===== config.mk =====
export PLATFORM = sky130hd
export DESIGN_NAME = lsu_ctrl_flat
export DESIGN_NICKNAME = d
export VERILOG_FILES = /design/src/rtl/lsu_ctrl_pkg.sv /design/src/rtl/lsu_ctrl_if.sv /design/src/rtl/lsu_align.sv /design/src/rtl/lsu_ctrl.sv /design/src/flat_wrapper.sv
export SDC_FILE = /design/constraint.sdc
export NUM_CORES = 1
export LEC_CHECK = 0
export BUFFER_PORTS_ARGS = -buffer_cell sky130_fd_sc_hd__buf_2
export CAP_MARGIN = 15
export CORE_ASPECT_RATIO = 0.8
export CORE_UTILIZATION = 35
export CTS_CLUSTER_SIZE = 20
export DETAILED_ROUTE_END_ITERATION = 10
export SKIP_CTS_REPAIR_TIMING = 1
export SYNTH_ARGS = -nofsm -noshare
export SYNTH_HDL_FRONTEND = slang
export SYNTH_SLANG_ARGS = --single-unit

===== constraint.sdc =====
create_clock -name clk -period 2.56 [get_ports clk]
set_input_delay 0.128 -clock clk [delete_from_list [all_inputs] [get_ports clk]]
set_output_delay 0.128 -clock clk [all_outputs]
set_load 0.05 [all_outputs]

===== src/rtl/lsu_ctrl_pkg.sv =====
// rtl/lsu_ctrl_pkg.sv - shared widths, encodings and helpers for the load/store unit
package lsu_ctrl_pkg;

  localparam int XLEN          = 32;
  localparam int AXI_DATA_BITS = 32;
  localparam int STRB_BITS     = AXI_DATA_BITS / 8;

  typedef enum logic [2:0] {
    SZ_B  = 3'b000,
    SZ_H  = 3'b001,
    SZ_W  = 3'b010,
    SZ_BU = 3'b100,
    SZ_HU = 3'b101
  } lsu_size_e;

  typedef enum logic [1:0] {
    ST_IDLE,
    ST_REQ,
    ST_RESP,
    ST_DONE
  } lsu_state_e;

  // Unsigned sizes exist only for loads.
  function automatic logic funct3_legal(input logic [2:0] f3, input logic is_store);
    case (f3)
      3'b000, 3'b001, 3'b010: funct3_legal = 1'b1;
      3'b100, 3'b101:         funct3_legal = ~is_store;
      default:                funct3_legal = 1'b0;
    endcase
  endfunction

endpackage


===== src/rtl/lsu_ctrl_if.sv =====
// rtl/lsu_ctrl_if.sv - word-aligned data-memory request/response bus
interface lsu_ctrl_if;
  import lsu_ctrl_pkg::*;

  logic                     req;
  logic                     we;
  logic [XLEN-1:0]          addr;
  logic [STRB_BITS-1:0]     wstrb;
  logic [AXI_DATA_BITS-1:0] wdata;
  logic                     gnt;
  logic                     rvalid;
  logic [AXI_DATA_BITS-1:0] rdata;
  logic                     err;

  modport master (output req, we, addr, wstrb, wdata, input gnt, rvalid, rdata, err);
  modport slave  (input req, we, addr, wstrb, wdata, output gnt, rvalid, rdata, err);

endinterface


===== src/rtl/lsu_align.sv =====
// rtl/lsu_align.sv - byte strobes, store lane replication, load extract/extend, misalign check
module lsu_align
  import lsu_ctrl_pkg::*;
(
  input  logic [2:0]               st_funct3_i,
  input  logic [1:0]               st_off_i,
  input  logic [XLEN-1:0]          wdata_i,
  output logic [STRB_BITS-1:0]     wstrb_o,
  output logic [AXI_DATA_BITS-1:0] wdata_o,
  output logic                     misalign_o,
  input  logic [2:0]               ld_funct3_i,
  input  logic [1:0]               ld_off_i,
  input  logic [AXI_DATA_BITS-1:0] rdata_i,
  output logic [XLEN-1:0]          load_data_o
);

  logic [AXI_DATA_BITS-1:0] shifted;

  always_comb begin
    wstrb_o    = '0;
    wdata_o    = wdata_i;
    misalign_o = 1'b0;
    case (lsu_size_e'(st_funct3_i))
      SZ_B, SZ_BU: begin
        wstrb_o = 4'b0001 << st_off_i;
        wdata_o = {4{wdata_i[7:0]}};
      end
      SZ_H, SZ_HU: begin
        wstrb_o    = 4'b0011 << st_off_i;
        wdata_o    = {2{wdata_i[15:0]}};
        misalign_o = st_off_i[0];
      end
      SZ_W: begin
        wstrb_o    = 4'b1111;
        misalign_o = |st_off_i;
      end
      default: ;
    endcase
  end

  // Word loads are always aligned, so the shifted word equals the raw word.
  assign shifted = rdata_i >> {ld_off_i, 3'b000};

  always_comb begin
    case (lsu_size_e'(ld_funct3_i))
      SZ_B:    load_data_o = {{24{shifted[7]}}, shifted[7:0]};
      SZ_BU:   load_data_o = {24'h0, shifted[7:0]};
      SZ_H:    load_data_o = {{16{shifted[15]}}, shifted[15:0]};
      SZ_HU:   load_data_o = {16'h0, shifted[15:0]};
      default: load_data_o = shifted;
    endcase
  end

endmodule


===== src/rtl/lsu_ctrl.sv =====
// rtl/lsu_ctrl.sv - load/store unit: MEM-stage request to data bus transaction with stall/fault
module lsu_ctrl
  import lsu_ctrl_pkg::*;
(
  input  logic            clk,
  input  logic            rst_n,
  input  logic            ren_i,
  input  logic            wen_i,
  input  logic [2:0]      funct3_i,
  input  logic [XLEN-1:0] addr_i,
  input  logic [XLEN-1:0] wdata_i,
  input  logic            flush_i,
  output logic            stall_o,
  output logic            done_o,
  output logic            fault_o,
  output logic [XLEN-1:0] load_data_o,
  lsu_ctrl_if.master      bus
);

  lsu_state_e               state_q, state_d;
  logic [XLEN-1:0]          addr_q;
  logic                     we_q;
  logic [2:0]               funct3_q;
  logic [STRB_BITS-1:0]     strb_q, strb_d;
  logic [AXI_DATA_BITS-1:0] wdata_q, wdata_d;
  logic [AXI_DATA_BITS-1:0] rdata_q;
  logic                     err_q;
  logic                     flushed_q;
  logic                     misalign;
  logic [XLEN-1:0]          load_ext;
  logic                     req_live, illegal, accept, reject, bus_req;

  lsu_align u_align (
    .st_funct3_i (funct3_i),
    .st_off_i    (addr_i[1:0]),
    .wdata_i     (wdata_i),
    .wstrb_o     (strb_d),
    .wdata_o     (wdata_d),
    .misalign_o  (misalign),
    .ld_funct3_i (funct3_q),
    .ld_off_i    (addr_q[1:0]),
    .rdata_i     (rdata_q),
    .load_data_o (load_ext)
  );

  // rst_n gates the comb decode so stall/fault read 0 while reset is held.
  assign req_live = rst_n & (ren_i | wen_i) & ~flush_i & (state_q == ST_IDLE);
  assign illegal  = (ren_i & wen_i) | ~funct3_legal(funct3_i, wen_i);
  assign accept   = req_live & ~illegal & ~misalign;
  assign reject   = req_live & (illegal | misalign);

  always_ff @(posedge clk or negedge rst_n) begin
    if (!rst_n) begin
      state_q   <= ST_IDLE;
      addr_q    <= '0;
      we_q      <= 1'b0;
      funct3_q  <= '0;
      strb_q    <= '0;
      wdata_q   <= '0;
      rdata_q   <= '0;
      err_q     <= 1'b0;
      flushed_q <= 1'b0;
    end else begin
      state_q <= state_d;
      if (accept) begin
        addr_q    <= addr_i;
        we_q      <= wen_i;
        funct3_q  <= funct3_i;
        strb_q    <= wen_i ? strb_d : '0;
        wdata_q   <= wen_i ? wdata_d : '0;
        flushed_q <= 1'b0;
      end
      // A flush arriving once the bus owns the access only silences the result.
      if (state_q == ST_REQ && bus.gnt && flush_i) flushed_q <= 1'b1;
      if (state_q == ST_RESP) begin
        if (flush_i) flushed_q <= 1'b1;
        if (bus.rvalid) begin
          rdata_q <= bus.rdata;
          err_q   <= bus.err;
        end
      end
    end
  end

  always_comb begin
    state_d = state_q;
    case (state_q)
      ST_IDLE: if (accept) state_d = ST_REQ;
      ST_REQ: begin
        if (bus.gnt)      state_d = ST_RESP;
        else if (flush_i) state_d = ST_IDLE;
      end
      ST_RESP: if (bus.rvalid) state_d = ST_DONE;
      ST_DONE: state_d = ST_IDLE;
      default: state_d = ST_IDLE;
    endcase
  end

  always_comb begin
    stall_o     = 1'b0;
    done_o      = 1'b0;
    fault_o     = 1'b0;
    load_data_o = '0;
    bus_req     = 1'b0;
    case (state_q)
      ST_IDLE: begin
        stall_o = accept;
        fault_o = reject;
      end
      ST_REQ: begin
        stall_o = 1'b1;
        bus_req = 1'b1;
      end
      ST_RESP: stall_o = 1'b1;
      ST_DONE: begin
        done_o      = ~flushed_q;
        fault_o     = err_q & ~flushed_q;
        load_data_o = err_q ? '0 : load_ext;
      end
      default: ;
    endcase
  end

  assign bus.req   = bus_req;
  assign bus.we    = we_q;
  assign bus.addr  = {addr_q[XLEN-1:2], 2'b00};
  assign bus.wstrb = strb_q;
  assign bus.wdata = wdata_q;

endmodule

===== src/flat_wrapper.sv =====
// flat-port wrapper written by rule: the top's interface ports become plain ports
module lsu_ctrl_flat import lsu_ctrl_pkg::*;
  (clk, rst_n, ren_i, wen_i, funct3_i, addr_i, wdata_i, flush_i, stall_o, done_o, fault_o, load_data_o, bus_req, bus_we, bus_addr, bus_wstrb, bus_wdata, bus_gnt, bus_rvalid, bus_rdata, bus_err);
  lsu_ctrl_if bus_i ();
  input  logic clk;
  input  logic rst_n;
  input  logic ren_i;
  input  logic wen_i;
  input  logic [2:0] funct3_i;
  input  logic [XLEN-1:0] addr_i;
  input  logic [XLEN-1:0] wdata_i;
  input  logic flush_i;
  output logic stall_o;
  output logic done_o;
  output logic fault_o;
  output logic [XLEN-1:0] load_data_o;
  output wire logic [$bits(bus_i.req)-1:0] bus_req;
  output wire logic [$bits(bus_i.we)-1:0] bus_we;
  output wire logic [$bits(bus_i.addr)-1:0] bus_addr;
  output wire logic [$bits(bus_i.wstrb)-1:0] bus_wstrb;
  output wire logic [$bits(bus_i.wdata)-1:0] bus_wdata;
  input wire logic [$bits(bus_i.gnt)-1:0] bus_gnt;
  input wire logic [$bits(bus_i.rvalid)-1:0] bus_rvalid;
  input wire logic [$bits(bus_i.rdata)-1:0] bus_rdata;
  input wire logic [$bits(bus_i.err)-1:0] bus_err;
  assign bus_req = bus_i.req;
  assign bus_we = bus_i.we;
  assign bus_addr = bus_i.addr;
  assign bus_wstrb = bus_i.wstrb;
  assign bus_wdata = bus_i.wdata;
  assign bus_i.gnt = bus_gnt;
  assign bus_i.rvalid = bus_rvalid;
  assign bus_i.rdata = bus_rdata;
  assign bus_i.err = bus_err;
  lsu_ctrl u_core (.clk(clk), .rst_n(rst_n), .ren_i(ren_i), .wen_i(wen_i), .funct3_i(funct3_i), .addr_i(addr_i), .wdata_i(wdata_i), .flush_i(flush_i), .stall_o(stall_o), .done_o(done_o), .fault_o(fault_o), .load_data_o(load_data_o), .bus(bus_i));
endmodule

* Yosys cells after proc, flatten, opt, wreduce, memory -nomap -nowiden
Cells that the tools add are included.
** Cells by class
- Equality and inequality tests :: 13
- Shifts and indexed selects :: 3
- Mux-type cells :: 22
- Bitwise operators :: 17
- Reduce and logical (&&, ||, !) cells :: 13
** Operators by type and width (count)
- 32-bit case mux with 4 select lines :: 1
- 32-bit two-way mux :: 3
- 32-bit case mux with 2 select lines :: 1
- 32-bit by 5-bit right shift with 32-bit output :: 1
- 3-bit equality test (second input constant) :: 4
- 4-bit case mux with 3 select lines :: 1
- 2-bit OR reduction :: 5
- 1-bit AND :: 8
- 2-bit two-way mux :: 4
- 1-bit case mux with 2 select lines :: 4
- 2-bit case mux with 4 select lines :: 1
- 3-bit by 1-bit equality test with 1-bit output (second input constant) :: 2
- 3-bit logical NOT :: 2
- 1-bit two-way mux :: 6
- 1-bit inverter :: 6
- 2-bit equality test (second input constant) :: 2
- 4-bit two-way mux :: 1
- 1-bit by 2-bit left shift with 4-bit output (first input constant) :: 1
- 2-bit by 2-bit left shift with 4-bit output (first input constant) :: 1
- 3-bit by 2-bit equality test with 1-bit output (second input constant) :: 1
- 3-bit != test (second input constant) :: 1
- 1-bit OR :: 3
- 3-bit AND reduction :: 1
- 3-bit OR reduction :: 1
- other kinds (6) :: 7
** Word-level totals
- Register bits after elaboration :: 108
- Input port bits :: 107
- Output and inout bits :: 105
- Word-level logic and storage cells :: 77

* Depth between registers and ports, before layout
Gate-level depths: netlist (run 1).
- Depth in word-level cells :: 12
- Depth in mapped cells :: 9
- Depth with buffers taken out :: 7

* Hierarchy
Synthesis (run 1) repeated with hierarchy kept, for this count alone.
** Unflattened totals
- Cell total of the unflattened synthesis :: 668
- Area, all modules :: 6145.9 um2
** Modules (own cells, without submodules)
- lsu_ctrl :: times used 1, cells each 480, area each 4752.1 um2, sequential area each 2702.6 um2
- lsu_align :: times used 1, cells each 188, area each 1393.8 um2, sequential area each 0.0 um2

* Worst setup path before layout (run 1)
No wires, ideal clock.
- Kind :: register to output
- From :: register u_core.addr_q[0]
- To :: output port load_data_o[0]
- Arrival time :: 2474 ps
- Data required time :: 2432 ps
- Setup slack :: -42 ps
- Cell stages (with the launch flop) :: 6
- Path buffers :: 3
- Cells stage by stage :: dfrtp_1 > buf_2 > buf_1 > clkbuf_1 > a211oi_1 > a211oi_1
** On the way
- Longest elaborated chain between the ends :: 4
** RTL lines
- start: declaration :: RTL line lsu_ctrl.sv:21 : logic [XLEN-1:0] addr_q;
- start signal: assignment :: RTL line lsu_ctrl.sv:66 : addr_q <= addr_i;
- 32-bit by 5-bit right shift with 32-bit output :: RTL line lsu_align.sv:42 : assign shifted = rdata_i >> {ld_off_i, 3'b000};
- 32-bit case mux with 4 select lines :: RTL line lsu_align.sv:45 : case (lsu_size_e'(ld_funct3_i))
- 32-bit two-way mux :: RTL line lsu_ctrl.sv:118 : load_data_o = err_q ? '0 : load_ext;
- 32-bit two-way mux :: RTL line lsu_ctrl.sv:105 : case (state_q)
- end: declaration :: RTL line flat_wrapper.sv:16 : output logic [XLEN-1:0] load_data_o;
Every way passes these cells.

* Worst setup path after layout (run 1)
- From :: register u_core.addr_q[0]
- To :: output port load_data_o[23]
The elaborated chain is that of the path after synthesis.

==> out/qor.json, run 1 <==
{
  "synthFlopType": "sky130_fd_sc_hd__dfrtp_1",
  "die_h_um": 114,
  "ant_nets": 0,
  "power-per-cell-area_nw_per_um2": 1170,
  "multi_input_comb_area_sq_um": 2400,
  "count_of_vias_placed_by_the_detailed_router": 4765,
  "slowest_stage": "sky130_fd_sc_hd__dfrtp_1",
  "syn-instance-count": 579,
  "coreArea_sq_um": 15200,
  "critical_path.endpoint_type": "primary output",
  "grt_pass1_wl_mm": 22.6,
  "drt_pre_antenna_iters": 4,
  "drc": 0,
  "min_period_ns": 2.38,
  "placement_rows": 40,
  "antennaDiodeCount": 0,
  "worst_skew_late_latency_ns": 0.36,
  "synthMostInstantiatedCell": "sky130_fd_sc_hd__nand2_1",
  "first_iter_violations": 194,
  "clkSinkCount": 108,
  "final_hold_viol_count": 59,
  "slowest_delay_ns": 0.43,
  "grt_setup_unrepaired": "no",
  "overflow": 0,
  "timing.fmax_mhz": 420,
  "grt_max_degree": 60,
  "syn_to_final_growth_pct": 34.6,
  "number_of_antenna_violations_at_the_first_check_in_global_routing": 0,
  "synthesis.area_per_instance_sq_um": 9.52,
  "overall_power_uw": 8690,
  "path_category_of_the_worst_min_delay_check": "in2async",
  "maxSlewHeadroom": 0.503,
  "hold_slack_ns": -0.0612,
  "initial_utilization": 0.362,
  "power_frac_clock": 0.156,
  "timing.setup.tns_ns": 0,
  "ioPinCount": 212,
  "number_of_fill_cells": 1469,
  "post_drt_via_cell_ratio": 4.67,
  "setup_viol": 0,
  "syn-cell-area_sq_um": 5510,
  "finalCoreUtilization": 0.488,
  "cts-root-buf": "sky130_fd_sc_hd__clkbuf_16",
  "p_sw_frac": 0.488,
  "first_global_vias": 4444,
  "seq_power_share": 0.344,
  "synth.yosys.warnings": 0,
  "drv_cap": 0,
  "cts_max_level": 3,
  "power_leakage_uw": 0.00393,
  "drive_above_1_share": 0.358,
  "category_of_the_most_critical_setup_path": "reg2out",
  "intPower_uw": 4450,
  "crit_path_max_fanout": 25,
  "die-area_sq_um": 16300,
  "worst_ir_drop_vdd_v": 0.000538,
  "synth_edf_count": 0,
  "ys_seq_elements": 108,
  "grt_util_all_layers": 0.181,
  "combinationalPowerShare": 0.500,
  "synth.largest_area_cell": "sky130_fd_sc_hd__dfrtp_1",
  "p_switching_uw": 4240,
  "final_routed_wire_length_divided_by_cell_count_um": 14.7,
  "finalClockSkew_ns": 0.00607,
  "asyncSetResetFlopFracSynth": 1.00,
  "yosys.cell_types.count": 41,
  "critPathLaunchType": "flop",
  "critical_path.cell_chain": "buf_6 -> mux2i_1 -> o2bb2ai_1 -> and2_1 -> o21ai_1 -> buf_4 -> o21ai_0 -> buf_2",
  "run_status": "finished with violations",
  "clock_pin_slew_on_the_worst_setup_and_hold_paths_ns": 0.08,
  "crit_start": "u_core.addr_q[0]",
  "tightest_slew_ns": 0.746,
  "violations_in_the_final_reports": "negative hold slack",
  "regArea_sq_um": 2700,
  "tritoncts_clock_tree": "built",
  "gpl.final_weighted_congestion": 0.884,
  "reg2reg_from": "u_core.state_q[0]",
  "horiz_die_dim_um": 142,
  "fin_crit_sh": 0.929,
  "cts_max_path_buffers": 2,
  "total_length_of_routed_wires_mm": 15.0,
  "synth_top_area_frac": 0.490,
  "post-dp-hpwl_mm": 10.8,
  "finish.net_count": 916,
  "synth_top_cells_by_area": "sky130_fd_sc_hd__dfrtp_1 (49%), sky130_fd_sc_hd__nand2_1 (12%), sky130_fd_sc_hd__mux2_2 (8.4%), sky130_fd_sc_hd__mux2i_1 (6.4%), sky130_fd_sc_hd__buf_4 (5.2%)",
  "critPathArrivalTime_ns": 2.25,
  "synth_seq_area_share": 0.490,
  "worst-endpoint-required_ns": 2.43,
  "cts_made_buffers": 9,
  "synth_top_cells_by_count": "sky130_fd_sc_hd__nand2_1 (175), sky130_fd_sc_hd__dfrtp_1 (108), sky130_fd_sc_hd__mux2_2 (41)",
  "buffer_ports.inserted": 209,
  "slew_violations": 0
}
## cell type report
type / count / share of cell area
sequential: 108 / 0.364
multi-input combinational: 400 / 0.324
timing repair buffer: 284 / 0.238
tap: 210 / 0.0354
clock buffer: 10 / 0.0308
clock inverter: 6 / 0.00725
inverter: 2 / 0.00101
## power groups by stage
stage / logic, uW / registers, uW / clock network (uW)
3_5_place_dp: 4280 / 3010 / 0
3_3_place_gp: 4220 / 2980 / 0
5_1_grt: 4660 / 3100 / 1470
2_1_floorplan: 2970 / 3560 / 0
4_1_cts: 4280 / 2990 / 1410
6_report: 4350 / 2990 / 1360
## cells in the final DEF (no fill, tap or decap), drive strengths merged
| master | count |
|---|---|
| clkbuf | 10 |
| o31ai | 2 |
| nand4b | 1 |
| a21oi | 19 |
| or3b | 3 |
| dfrtp | 108 |
| a22oi | 1 |
| nand2 | 175 |
| inv | 7 |
| a21o | 1 |
| o21ai | 37 |
| nand3 | 8 |
| mux2i | 35 |
| nand2b | 2 |
| and3 | 1 |
| and2 | 1 |
| nand4 | 1 |
| a22o | 12 |
| clkinvlp | 1 |
| o211a | 1 |
| a211oi | 14 |
| o2bb2ai | 1 |
| or2 | 1 |
| o22ai | 1 |
| dlygate4sd3 | 59 |
| conb | 2 |
| buf | 225 |
| a2bb2oi | 1 |
| a21boi | 1 |
| mux2 | 41 |
| or3 | 1 |
| nor2b | 9 |
| ha | 4 |
| o21bai | 1 |
| nor3 | 2 |
| and4b | 1 |
| nor2 | 20 |
## layer usage
metal	vias to the layer above	GRT usage	wire length [um]
met5	-	0	0
met4	0	0.0645	272
met3	18	0.0477	724
met2	133	0.286	7050
met1	2254	0.240	6920
li1	2360	-	-
## worst max-delay path, delay by kind of cell (launching register included)
| family | cells | cell delay [ns] |
|---|---|---|
| compound gates | 3 | 0.37 |
| buf+inv | 3 | 0.72 |
| flops | 1 | 0.43 |
| mux | 1 | 0.21 |
| simple gates | 1 | 0.16 |
## worst paths after layout
kind	end	slack, ns	cells after the start
min in group clk	u_core.addr_q[22]	-0.03	3
max in group asynchronous	u_core.bus.wdata[26]	1.47	3
min	u_core.state_q[0]	-0.06	2
max reg2reg	u_core.bus.wdata[14]	0.55	8
max	load_data_o[23]	0.18	8
min reg2reg	u_core.bus.wdata[10]	0.47	2
## per-stage QoR
stage / worst slack (ns) / std cells / instance area, sq um
after floorplan: -0.0423 / 580 / 5530
after global placement: 0.518 / 945 / 6530
after detailed placement: 0.341 / 945 / 6530
after CTS: -0.0242 / 961 / 6810
after global routing: 0.0266 / 1020 / 7420
final: 0.181 / 1020 / 7420
## sequential cells by signal (all words and copies together) (netlist names), named ones only
name,count
u_core.bus.wstrb,4
u_core.err_q,1
u_core.bus.we,1
u_core.funct3_q,3
u_core.flushed_q,1
u_core.state_q,1
u_core.rdata_q,32
u_core.addr_q,32
u_core.bus.wdata,32
## cell families after synthesis
logic type	count (synthesis)	share of synthesized area
compound gates	92	0.103
fa+ha+maj	4	0.00908
buf+inv	72	0.0810
flops	108	0.490
mux	76	0.147
other cells	1	0.000680
simple gates	226	0.169
Power figures use the tool's default switching activity.
==> run 2: changes to the inputs <==
--- a/config.mk
+++ b/config.mk
@@ -8,9 +8,10 @@
 export BUFFER_PORTS_ARGS = -buffer_cell sky130_fd_sc_hd__buf_2
 export CAP_MARGIN = 15
 export CORE_ASPECT_RATIO = 0.8
-export CORE_UTILIZATION = 35
+export CORE_UTILIZATION = 45
 export CTS_CLUSTER_SIZE = 20
 export DETAILED_ROUTE_END_ITERATION = 10
+export PLACE_DENSITY = 0.74
 export SKIP_CTS_REPAIR_TIMING = 1
 export SYNTH_ARGS = -nofsm -noshare
 export SYNTH_HDL_FRONTEND = slang
==> run 2 against run 1 <==
  * The flow still finishes with violations (negative hold slack)
  * Worst setup slack lost 0.026 ns
  * Global-route usage is 4.8 points higher
  * Final area shrank 5.4%
  * Clock power up 12%
  * Combinational power hardly changed
  * Final cell count decreased by 9.9%
  * Routed wire length shrank 1.7%
  * Maximum frequency decreased by 1.1%
  * Critical endpoint is now load_data_o[12]
  * Critical path depth decreased by 3
  * Core utilization increased by 11 points
  * Sequential share of layout area up 2.1 points
==> out/qor.json, run 2 (synthesis gave the netlist of run 1 again) <==
{
  "run_status": "finished with violations",
  "violations_in_the_final_reports": "negative hold slack",
  "fin_crit_sh": 0.940,
  "horiz_die_dim_um": 126,
  "layout.cells.most_common": "sky130_fd_sc_hd__buf_2",
  "path_category_of_the_worst_min_delay_check": "in2reg",
  "placement_rows": 35,
  "crit_path_max_fanout": 19,
  "drv_cap": 0,
  "worst_ir_drop_vdd_v": 0.000622,
  "total_length_of_routed_wires_mm": 14.7,
  "tightest_slew_ns": 0.728,
  "die-area_sq_um": 12700,
  "power_leakage_uw": 0.00379,
  "buffer_ports.inserted": 209,
  "overall_power_uw": 8890,
  "critPathArrivalTime_ns": 2.28,
  "grt_max_degree": 72,
  "drc": 0,
  "category_of_the_most_critical_setup_path": "reg2out",
  "slew_violations": 0,
  "timing.fmax_mhz": 416,
  "clkSinkCount": 108,
  "ioPinCount": 212,
  "clock_pin_slew_on_the_worst_setup_and_hold_paths_ns": 0.07,
  "first_iter_violations": 235,
  "final_hold_viol_count": 4,
  "global_routing_usage_on_met2": 0.372,
  "ant_nets": 0,
  "final_routed_wire_length_divided_by_cell_count_um": 16.0,
  "final_cells": 919,
  "grt_setup_unrepaired": "no",
  "power-per-cell-area_nw_per_um2": 1270,
  "grt_util_all_layers": 0.229,
  "final.setup.worst_slack_ns": 0.155,
  "post-dp-hpwl_mm": 10.7,
  "number_of_antenna_violations_at_the_first_check_in_global_routing": 0,
  "worst_skew_late_latency_ns": 0.34,
  "critical_path.endpoint_type": "primary output",
  "antennaDiodeCount": 0,
  "first_global_vias": 4533,
  "finish.net_count": 877,
  "drive_above_1_share": 0.372,
  "min_period_ns": 2.41,
  "cts_max_level": 3,
  "post_drt_via_cell_ratio": 5.18,
  "overflow": 0,
  "grt_use_met3": 0.0504,
  "grt_pass1_wl_mm": 22.8,
  "grt-busiest-layer": "met2",
  "placedCellCount": 881,
  "worst_r2r_path_depth": 8,
  "setup_viol": 0,
  "die_h_um": 101,
  "maxSlewHeadroom": 0.515,
  "syn_to_final_growth_pct": 27.4,
  "initial_utilization": 0.470,
  "number_of_fill_cells": 1002,
  "cts_made_buffers": 9,
  "min_delay_path_depth": 3,
  "worst-endpoint-required_ns": 2.43,
  "detailedPlace.worstSlack_ns": 0.333,
  "cts_max_path_buffers": 2,
  "critPathLaunchType": "flop",
  "coreArea_sq_um": 11700,
  "hold_slack_ns": -0.0133,
  "count_of_vias_placed_by_the_detailed_router": 4763,
  "drt_pre_antenna_iters": 5,
  "cts-root-buf": "sky130_fd_sc_hd__clkbuf_16",
  "grtUsageMet1": 0.305,
  "gpl.final_weighted_congestion": 0.945,
  "layout.cells.most_common_list": "sky130_fd_sc_hd__buf_2 (208), sky130_fd_sc_hd__nand2_1 (175), sky130_fd_sc_hd__dfrtp_1 (108), sky130_fd_sc_hd__mux2_2 (41)",
  "tritoncts_clock_tree": "built",
  "finalClockSkew_ns": 0.00950
}
[run 2: layout make-up]
cell class | instances | area, sq um | area share
flip-flops and latches | 108 | 2700 | 0.385
multi-input cells | 400 | 2400 | 0.342
repair buffers | 245 | 1390 | 0.197
clock buffers | 13 | 270 | 0.0385
well taps | 148 | 185 | 0.0264
clock inverters | 3 | 67.6 | 0.00962
inverters | 2 | 7.51 | 0.00107
[run 2: stage by stage]
step / TNS [ns] / hold WS (ns) / utilization / area (sq um)
2_1_floorplan: -0.490 / -0.168 / - / 5530
3_3_place_gp: 0 / 0.291 / 0.549 / 6440
3_5_place_dp: 0 / 0.303 / 0.549 / 6440
4_1_cts: -0.0898 / -0.0698 / 0.578 / 6780
5_1_grt: 0 / 0.0000965 / 0.599 / 7020
6_report: 0 / -0.0133 / 0.599 / 7020
[run 2: layer usage]
layer / routed length, um / vias up
met2: 6960 / 168
li1: - / 2282
met1: 6670 / 2287
met3: 807 / 26
met5: 0 / -
met4: 276 / 0
[run 2: critical path: stages (launching register included)]
cell,delay [ns]
sky130_fd_sc_hd__dfrtp_1,0.37
sky130_fd_sc_hd__buf_4,0.23
sky130_fd_sc_hd__mux2_2,0.38
sky130_fd_sc_hd__or3_1,0.48
sky130_fd_sc_hd__a21oi_1,0.19
sky130_fd_sc_hd__buf_2,0.28
[run 2: path summary, 6_finish.rpt]
path / startpoint / to / slack, ns
setup / recovery: u_core.addr_q[1] / load_data_o[12] / 0.15
min in group asynchronous: rst_n / u_core.state_q[0] / 0.50
setup reg to reg: u_core.state_q[0] / u_core.bus.wdata[11] / 0.47
max in group asynchronous: rst_n / u_core.addr_q[23] / 0.87
hold reg to reg: u_core.addr_q[8] / u_core.addr_q[8] / 0.47
hold / removal: addr_i[8] / u_core.addr_q[8] / -0.01
[run 2: report_power, final]
part | total [uW] | internal (uW) | switching [uW]
registers | 3000 | 2460 | 542
clock network | 1520 | 938 | 586
logic | 4370 | 1280 | 3090
total | 8890 | 4680 | 4210
